===== src/rtl/apb_pkg.sv =====
// Shared APB definitions: access-FSM state encoding, strobe width and error-cause bits.
package apb_pkg;

    localparam int APB_STRB_W = 4;

    localparam logic [1:0] APB_IDLE  = 2'd0;
    localparam logic [1:0] APB_WAIT  = 2'd1;
    localparam logic [1:0] APB_READY = 2'd2;

    typedef enum logic [1:0] {
        ST_IDLE  = APB_IDLE,
        ST_WAIT  = APB_WAIT,
        ST_READY = APB_READY
    } apb_state_e;

    // Bit positions in an error-cause vector; any set bit yields PSLVERR.
    localparam int APB_ERR_W = 4;
    localparam int ERR_RANGE = 0;
    localparam int ERR_ALIGN = 1;
    localparam int ERR_RO    = 2;
    localparam int ERR_PRIV  = 3;

    typedef logic [APB_ERR_W-1:0] apb_err_t;

endpackage


===== src/rtl/apb_wait_ctrl.sv =====
// APB access-phase sequencer: accepts a setup, counts wait states, then holds READY
// until the master completes (commit) or drops PSEL (abort). Advances only on PCLKEN.
module apb_wait_ctrl
    import apb_pkg::*;
#(
    parameter int WAIT_STATES = 1
) (
    input  logic HCLK,
    input  logic HRESETn,
    input  logic pclken_i,
    input  logic psel_i,
    input  logic penable_i,
    output logic accept_o,
    output logic load_o,
    output logic commit_o,
    output logic exit_o,
    output logic ready_o
);

    localparam int CNT_W = 4;
    localparam logic [CNT_W-1:0] CNT_INIT = (WAIT_STATES > 0) ? CNT_W'(WAIT_STATES - 1) : '0;

    apb_state_e        state_q, state_d;
    logic [CNT_W-1:0]  cnt_q, cnt_d;

    always_ff @(posedge HCLK or negedge HRESETn) begin
        if (!HRESETn) begin
            state_q <= ST_IDLE;
            cnt_q   <= '0;
        end else begin
            state_q <= state_d;
            cnt_q   <= cnt_d;
        end
    end

    always_comb begin
        state_d  = state_q;
        cnt_d    = cnt_q;
        accept_o = 1'b0;
        load_o   = 1'b0;
        commit_o = 1'b0;
        exit_o   = 1'b0;
        if (pclken_i) begin
            unique case (state_q)
                ST_IDLE: begin
                    // PENABLE without a preceding setup is ignored here.
                    if (psel_i && !penable_i) begin
                        accept_o = 1'b1;
                        if (WAIT_STATES == 0) begin
                            state_d = ST_READY;
                            load_o  = 1'b1;
                        end else begin
                            cnt_d   = CNT_INIT;
                            state_d = ST_WAIT;
                        end
                    end
                end
                ST_WAIT: begin
                    if (!psel_i) begin
                        state_d = ST_IDLE;
                    end else if (cnt_q == '0) begin
                        state_d = ST_READY;
                        load_o  = 1'b1;
                    end else begin
                        cnt_d = cnt_q - 1'b1;
                    end
                end
                ST_READY: begin
                    if (!psel_i) begin
                        state_d = ST_IDLE;
                        exit_o  = 1'b1;
                    end else if (penable_i) begin
                        state_d  = ST_IDLE;
                        exit_o   = 1'b1;
                        commit_o = 1'b1;
                    end
                end
                default: state_d = ST_IDLE;
            endcase
        end
    end

    assign ready_o = (state_q == ST_READY);

endmodule


===== src/rtl/apb_reg_slave.sv =====
// APB register-bank slave: NUM_REGS byte-strobed word registers, read-only hardware
// slots, PSLVERR on bad accesses and a saturating error counter.
module apb_reg_slave
    import apb_pkg::*;
#(
    parameter int                  ADDRWIDTH   = 16,
    parameter int                  DATAWIDTH   = 32,
    parameter int                  NUM_REGS    = 8,
    parameter int                  WAIT_STATES = 1,
    parameter logic [NUM_REGS-1:0] RO_MASK     = '0,
    parameter int                  ERR_CNT_W   = 8
) (
    input  logic                          HCLK,
    input  logic                          HRESETn,
    input  logic                          PCLKEN,
    input  logic                          PSEL,
    input  logic                          PENABLE,
    input  logic [ADDRWIDTH-1:0]          PADDR,
    input  logic                          PWRITE,
    input  logic [DATAWIDTH-1:0]          PWDATA,
    input  logic [APB_STRB_W-1:0]         PSTRB,
    input  logic [2:0]                    PPROT,
    output logic [DATAWIDTH-1:0]          PRDATA,
    output logic                          PREADY,
    output logic                          PSLVERR,
    input  logic [NUM_REGS*DATAWIDTH-1:0] ro_data_i,
    output logic [NUM_REGS*DATAWIDTH-1:0] regs_o,
    output logic [ERR_CNT_W-1:0]          err_count_o
);

    localparam int IDX_W  = ADDRWIDTH - 2;
    localparam int RIDX_W = (NUM_REGS > 1) ? $clog2(NUM_REGS) : 1;

    function automatic logic [DATAWIDTH-1:0] merge_strb(input logic [DATAWIDTH-1:0] old_v,
                                                         input logic [DATAWIDTH-1:0] new_v,
                                                         input logic [APB_STRB_W-1:0] strb);
        logic [DATAWIDTH-1:0] res;
        res = old_v;
        for (int b = 0; b < APB_STRB_W; b++) begin
            if (strb[b]) res[8*b +: 8] = new_v[8*b +: 8];
        end
        return res;
    endfunction

    function automatic logic [ERR_CNT_W-1:0] sat_inc(input logic [ERR_CNT_W-1:0] v);
        return (&v) ? v : v + 1'b1;
    endfunction

    logic accept, load, commit, exit_rdy, ready;

    apb_wait_ctrl #(.WAIT_STATES(WAIT_STATES)) u_ctrl (
        .HCLK      (HCLK),
        .HRESETn   (HRESETn),
        .pclken_i  (PCLKEN),
        .psel_i    (PSEL),
        .penable_i (PENABLE),
        .accept_o  (accept),
        .load_o    (load),
        .commit_o  (commit),
        .exit_o    (exit_rdy),
        .ready_o   (ready)
    );

    logic [IDX_W-1:0]  word_idx;
    logic [RIDX_W-1:0] setup_ridx;
    logic              in_range;
    apb_err_t          cause;

    assign word_idx   = PADDR[ADDRWIDTH-1:2];
    assign setup_ridx = word_idx[RIDX_W-1:0];
    assign in_range   = (32'(word_idx) < NUM_REGS);

    always_comb begin
        cause            = '0;
        cause[ERR_RANGE] = !in_range;
        cause[ERR_ALIGN] = |PADDR[1:0];
        cause[ERR_RO]    = PWRITE && in_range && RO_MASK[setup_ridx];
        cause[ERR_PRIV]  = PWRITE && !PPROT[0];
    end

    logic                  unused_prot;
    assign unused_prot = &{1'b0, PPROT[2:1]};

    logic [RIDX_W-1:0]     ridx_q;
    logic                  wr_q, err_q;
    logic [DATAWIDTH-1:0]  wdata_q;
    logic [APB_STRB_W-1:0] strb_q;

    always_ff @(posedge HCLK or negedge HRESETn) begin
        if (!HRESETn) begin
            ridx_q  <= '0;
            wr_q    <= 1'b0;
            err_q   <= 1'b0;
            wdata_q <= '0;
            strb_q  <= '0;
        end else if (accept) begin
            ridx_q  <= setup_ridx;
            wr_q    <= PWRITE;
            err_q   <= |cause;
            wdata_q <= PWDATA;
            strb_q  <= PSTRB;
        end
    end

    // With zero wait states READY is entered on the setup edge itself, before the
    // latched copies exist, so read data is formed from the live setup decode then.
    logic [RIDX_W-1:0]    eff_ridx;
    logic                 eff_wr, eff_err;
    logic [DATAWIDTH-1:0] rd_val;

    assign eff_ridx = accept ? setup_ridx : ridx_q;
    assign eff_wr   = accept ? PWRITE     : wr_q;
    assign eff_err  = accept ? (|cause)   : err_q;

    logic [DATAWIDTH-1:0] regs_q [NUM_REGS];
    logic [DATAWIDTH-1:0] regs_d [NUM_REGS];
    logic [DATAWIDTH-1:0] prdata_q, prdata_d;
    logic                 pslverr_q, pslverr_d;
    logic [ERR_CNT_W-1:0] err_cnt_q, err_cnt_d;

    always_comb begin
        rd_val = '0;
        if (!eff_err && !eff_wr) begin
            rd_val = RO_MASK[eff_ridx] ? ro_data_i[eff_ridx*DATAWIDTH +: DATAWIDTH]
                                       : regs_q[eff_ridx];
        end
    end

    always_comb begin
        regs_d    = regs_q;
        prdata_d  = prdata_q;
        pslverr_d = pslverr_q;
        err_cnt_d = err_cnt_q;
        if (commit && wr_q && !err_q) begin
            regs_d[ridx_q] = merge_strb(regs_q[ridx_q], wdata_q, strb_q);
        end
        if (commit && err_q) begin
            err_cnt_d = sat_inc(err_cnt_q);
        end
        if (load) begin
            prdata_d  = rd_val;
            pslverr_d = eff_err;
        end else if (exit_rdy) begin
            prdata_d  = '0;
            pslverr_d = 1'b0;
        end
    end

    always_ff @(posedge HCLK or negedge HRESETn) begin
        if (!HRESETn) begin
            for (int i = 0; i < NUM_REGS; i++) regs_q[i] <= '0;
            prdata_q  <= '0;
            pslverr_q <= 1'b0;
            err_cnt_q <= '0;
        end else begin
            regs_q    <= regs_d;
            prdata_q  <= prdata_d;
            pslverr_q <= pslverr_d;
            err_cnt_q <= err_cnt_d;
        end
    end

    for (genvar i = 0; i < NUM_REGS; i++) begin : g_regs_o
        assign regs_o[i*DATAWIDTH +: DATAWIDTH] = regs_q[i];
    end

    assign PRDATA      = prdata_q;
    assign PREADY      = ready;
    assign PSLVERR     = pslverr_q;
    assign err_count_o = err_cnt_q;

endmodule

===== config.mk =====
export PLATFORM = sky130hd
export DESIGN_NAME = apb_reg_slave
export DESIGN_NICKNAME = d
export VERILOG_FILES = /design/src/rtl/apb_pkg.sv /design/src/rtl/apb_wait_ctrl.sv /design/src/rtl/apb_reg_slave.sv
export SDC_FILE = /design/constraint.sdc
export NUM_CORES = 1
export LEC_CHECK = 0
export ABC_AREA = 1
export CAP_MARGIN = 40
export CORE_AREA = 2 2 238 240
export DETAILED_ROUTE_END_ITERATION = 8
export DIE_AREA = 0 0 240 242
export GPL_TIMING_DRIVEN = 0
export SLEW_MARGIN = 30
export SYNTH_ARGS = -nofsm -noshare
export SYNTH_HDL_FRONTEND = slang
export SYNTH_SLANG_ARGS = --single-unit

===== constraint.sdc =====
create_clock -name HCLK -period 3.45 [get_ports HCLK]
set_clock_uncertainty 0.15 [all_clocks]
set_input_delay 0.69 -clock HCLK [delete_from_list [all_inputs] [get_ports HCLK]]
set_output_delay 0.69 -clock HCLK [all_outputs]
set_load 0.005 [all_outputs]

==> results.cfg <==
[global_routing]
antenna_found_initial = 4
grt_pass1_wl_um = 138000
grt-ovfl-total = 0
track_usage = 0.328
first_global_vias = 19700
grt_max_degree = 80

[placed_design]
place_area_sq_mm = 0.0229
dp_hpwl_um = 67800
place_inst = 3527
place_congestion = 0.973
pre_cts_slack_ns = -0.0769
io_buffers = 356

[sta]
worstMarginPinSlew_ns = 0.998
rsz0062_at_grt = false
holdWs_ns = 0.327
fin_ws_ns = 0.382
setup_violations = 0
period_share = 0.889
hold_viol_final = 0
min_period_ns = 3.07
max_freq_mhz = 326
slew_violations = 0
relSlewSlack = 0.335

[logic_synthesis]
synth_top_area_share = 0.473
syn_area_per_cell_sq_um = 7.57
synth_top_cell_by_area = dfrtp_1
synth_warnings = 0
syn_inst = 2405
ys_types = 38
synth_area_leaders = dfrtp_1 47%, nand3_1 14%, nand2_1 9.3%
yosys_register_bits = 344
syn-cell-area_sq_mm = 0.0182
synth_seq_area_share = 0.473
syn_nets = 2725

[clock_tree]
h-tree-depth = 2
cts_tree = done
root_buffer = clkbuf_16
clock_sinks = 344
clk_pin_slew_worst_paths_ns = 0.06
numCtsBuffers = 41
clk_latency_ns = 0.59
post_cts_buffers = 0
cts_buffer_depth = 3

[critical_path]
critPathArrivalTime_ns = 3.37
crit_start = PSEL
r2r_end = regs_o[244]$_DFFE_PN0P_
reg2regPathDepth = 7
cp.required_ns = 3.75
path_max_fanout = 10
worst_r2r_startpoint = ridx_q[0]$_DFF_PN0_
crit_path_end_kind = flop
critPathLaunchType = input port
cp-endpoint = PRDATA[15]$_DFFE_PN0P_
reg2reg_slack_ns = 0.39
crit_type = in -> reg

[layout]
final_cell_area_sq_mm = 0.0243
syn_to_final_growth_pct = 33.7
stdcell_count = 3606
layout-drive-gt1-share = 0.0783
final_cell_mix = 524 x nand3_1, 452 x nand2_1, 355 x clkdlybuf4s50_1, 344 x dfrtp_1, 294 x inv_1
multi_input_area_sq_mm = 0.00763
fillers = 5612
final_nets = 3138
layout_commonest_cell = nand3_1
ff_latch_area_sq_mm = 0.00861

[power]
powerDensity_mw_per_mm2 = 843
irDropWorstVdd_mv = 0.375
leakagePower_nw = 11.3

[detailed_routing]
drt-initial-drc-count = 2733
post_drt_wl_per_cell_um = 26.9
wl_met3_um = 10500
final_antenna_net_count = 0
route.met2.wl_um = 42100
viasPerCell = 5.70
drc = 0
wl_met1_um = 38300
finalWirelength_um = 97100
top_layer_used = met5
num_vias = 20500
dr.pass1.iters = 8

[floorplanning]
io_pins = 615
core_area_sq_mm = 0.0557
dieWidth_um = 240
die_h_um = 242
rows = 87
start_util = 0.327
dieArea_sq_mm = 0.0581

[worst_hold_path]
hold_class = reg -> reg

[run]
maxCapViolCount = 0

[run_status]
status = completed
state kept, by name, indices dropped and copies added (netlist names):
signal and count:
wdata_q 32, PSLVERR 1, strb_q 4, err_q 1, u_ctrl.cnt_q 4, regs_o 256
wr_q 1, ridx_q 3, u_ctrl.state_q 2, err_count_o 8, PRDATA 32
through the flow:
stage | total power, W | setup TNS, ns | utilization
6_report | 0.0205 | 0 | 0.437
5_1_grt | 0.0213 | 0 | 0.437
4_1_cts | 0.0202 | 0 | 0.436
3_5_place_dp | 0.0155 | -0.617 | 0.411
3_3_place_gp | 0.0154 | -4778.43 | 0.408
2_1_floorplan | 0.0107 | 0 | -
synthesized netlist by cell type:
master and count:
a211oi_1 2, a21boi_0 1, a21oi_1 35, buf_1 18, buf_2 57, buf_4 22, buf_6 7, clkbuf_1 60
clkbuf_2 7, dfrtp_1 344, ha_1 3, inv_1 294, inv_2 3, nand2_1 452, nand2_2 2, nand3_1 524
nand3_2 4, nand3_4 1, nand3b_1 2, nand4_1 4, nand4_2 1, nor2_1 80, nor2_2 6, nor2_4 1
nor2_8 4, nor2b_1 1, nor3_1 40, nor3_4 1, nor3b_1 1, o211ai_1 1, o21ai_0 283, o21ai_1 48
o21ai_2 1, o21ai_4 1, o22ai_1 64, or2_2 24, xnor2_1 4, xor2_1 2
how the worst min path moves through the flow:
stage                                       start                      end  depth (start not counted)
final                       PRDATA[9]$_DFFE_PN0P_    PRDATA[9]$_DFFE_PN0P_                          2
after global routing      wdata_q[19]$_DFFE_PN0N_  wdata_q[19]$_DFFE_PN0N_                          2
after CTS                 wdata_q[17]$_DFFE_PN0N_  wdata_q[17]$_DFFE_PN0N_                          2
after detailed placement   wdata_q[2]$_DFFE_PN0N_   wdata_q[2]$_DFFE_PN0N_                          2
after global placement     wdata_q[0]$_DFFE_PN0N_   wdata_q[0]$_DFFE_PN0N_                          2
after floorplan                           HRESETn    PRDATA[0]$_DFFE_PN0P_                          0
metal layers:
layer,track usage,vias up
met3,0.0716,356
met4,0.180,4
met1,0.436,9877
met2,0.495,1504
li1,-,8799
met5,0,-
power by group:
part / total [W] / switching (W) / internal (W)
Sequential: 0.00574 / 0.000780 / 0.00496
Clock: 0.00462 / 0.00187 / 0.00275
Combinational: 0.0102 / 0.00685 / 0.00332
final cells by class:
| type | count | area share |
|---|---|---|
| tap | 756 | 0.0389 |
| antenna | 2 | 0.000206 |
| sequential | 344 | 0.354 |
| timing repair buffer | 370 | 0.156 |
| clock inverter | 11 | 0.00653 |
| buffer | 171 | 0.0355 |
| multi-input combinational | 1593 | 0.313 |
| clock buffer | 62 | 0.0504 |
| inverter | 297 | 0.0458 |
worst max-delay path: stages:
cell and delay [ns]:
clkdlybuf4s50_1 0.53, inv_1 0.11, nor2_4 0.17, nand4_2 0.34, nand2_1 0.23, buf_2 0.36
buf_2 0.38, nand2_1 0.10, nand3_1 0.09, nand3_1 0.07, nand3_1 0.20, nand2_1 0.07
timing repair:
| item | 4_1_cts | 5_1_grt |
|---|---|---|
| hold buffers | 1 | 0 |
| hold endpoints to repair | 49 | 0 |
| gates resized for setup | 0 | 0 |
logic make-up after synthesis:
family          after synthesis  synth area share
xor+xnor                      6           0.00289
fa+ha+maj                     3           0.00206
flops                       344             0.473
simple gates               1148             0.288
buf+inv                     468             0.108
compound gates              436             0.126
Power figures use the tool's default switching activity.
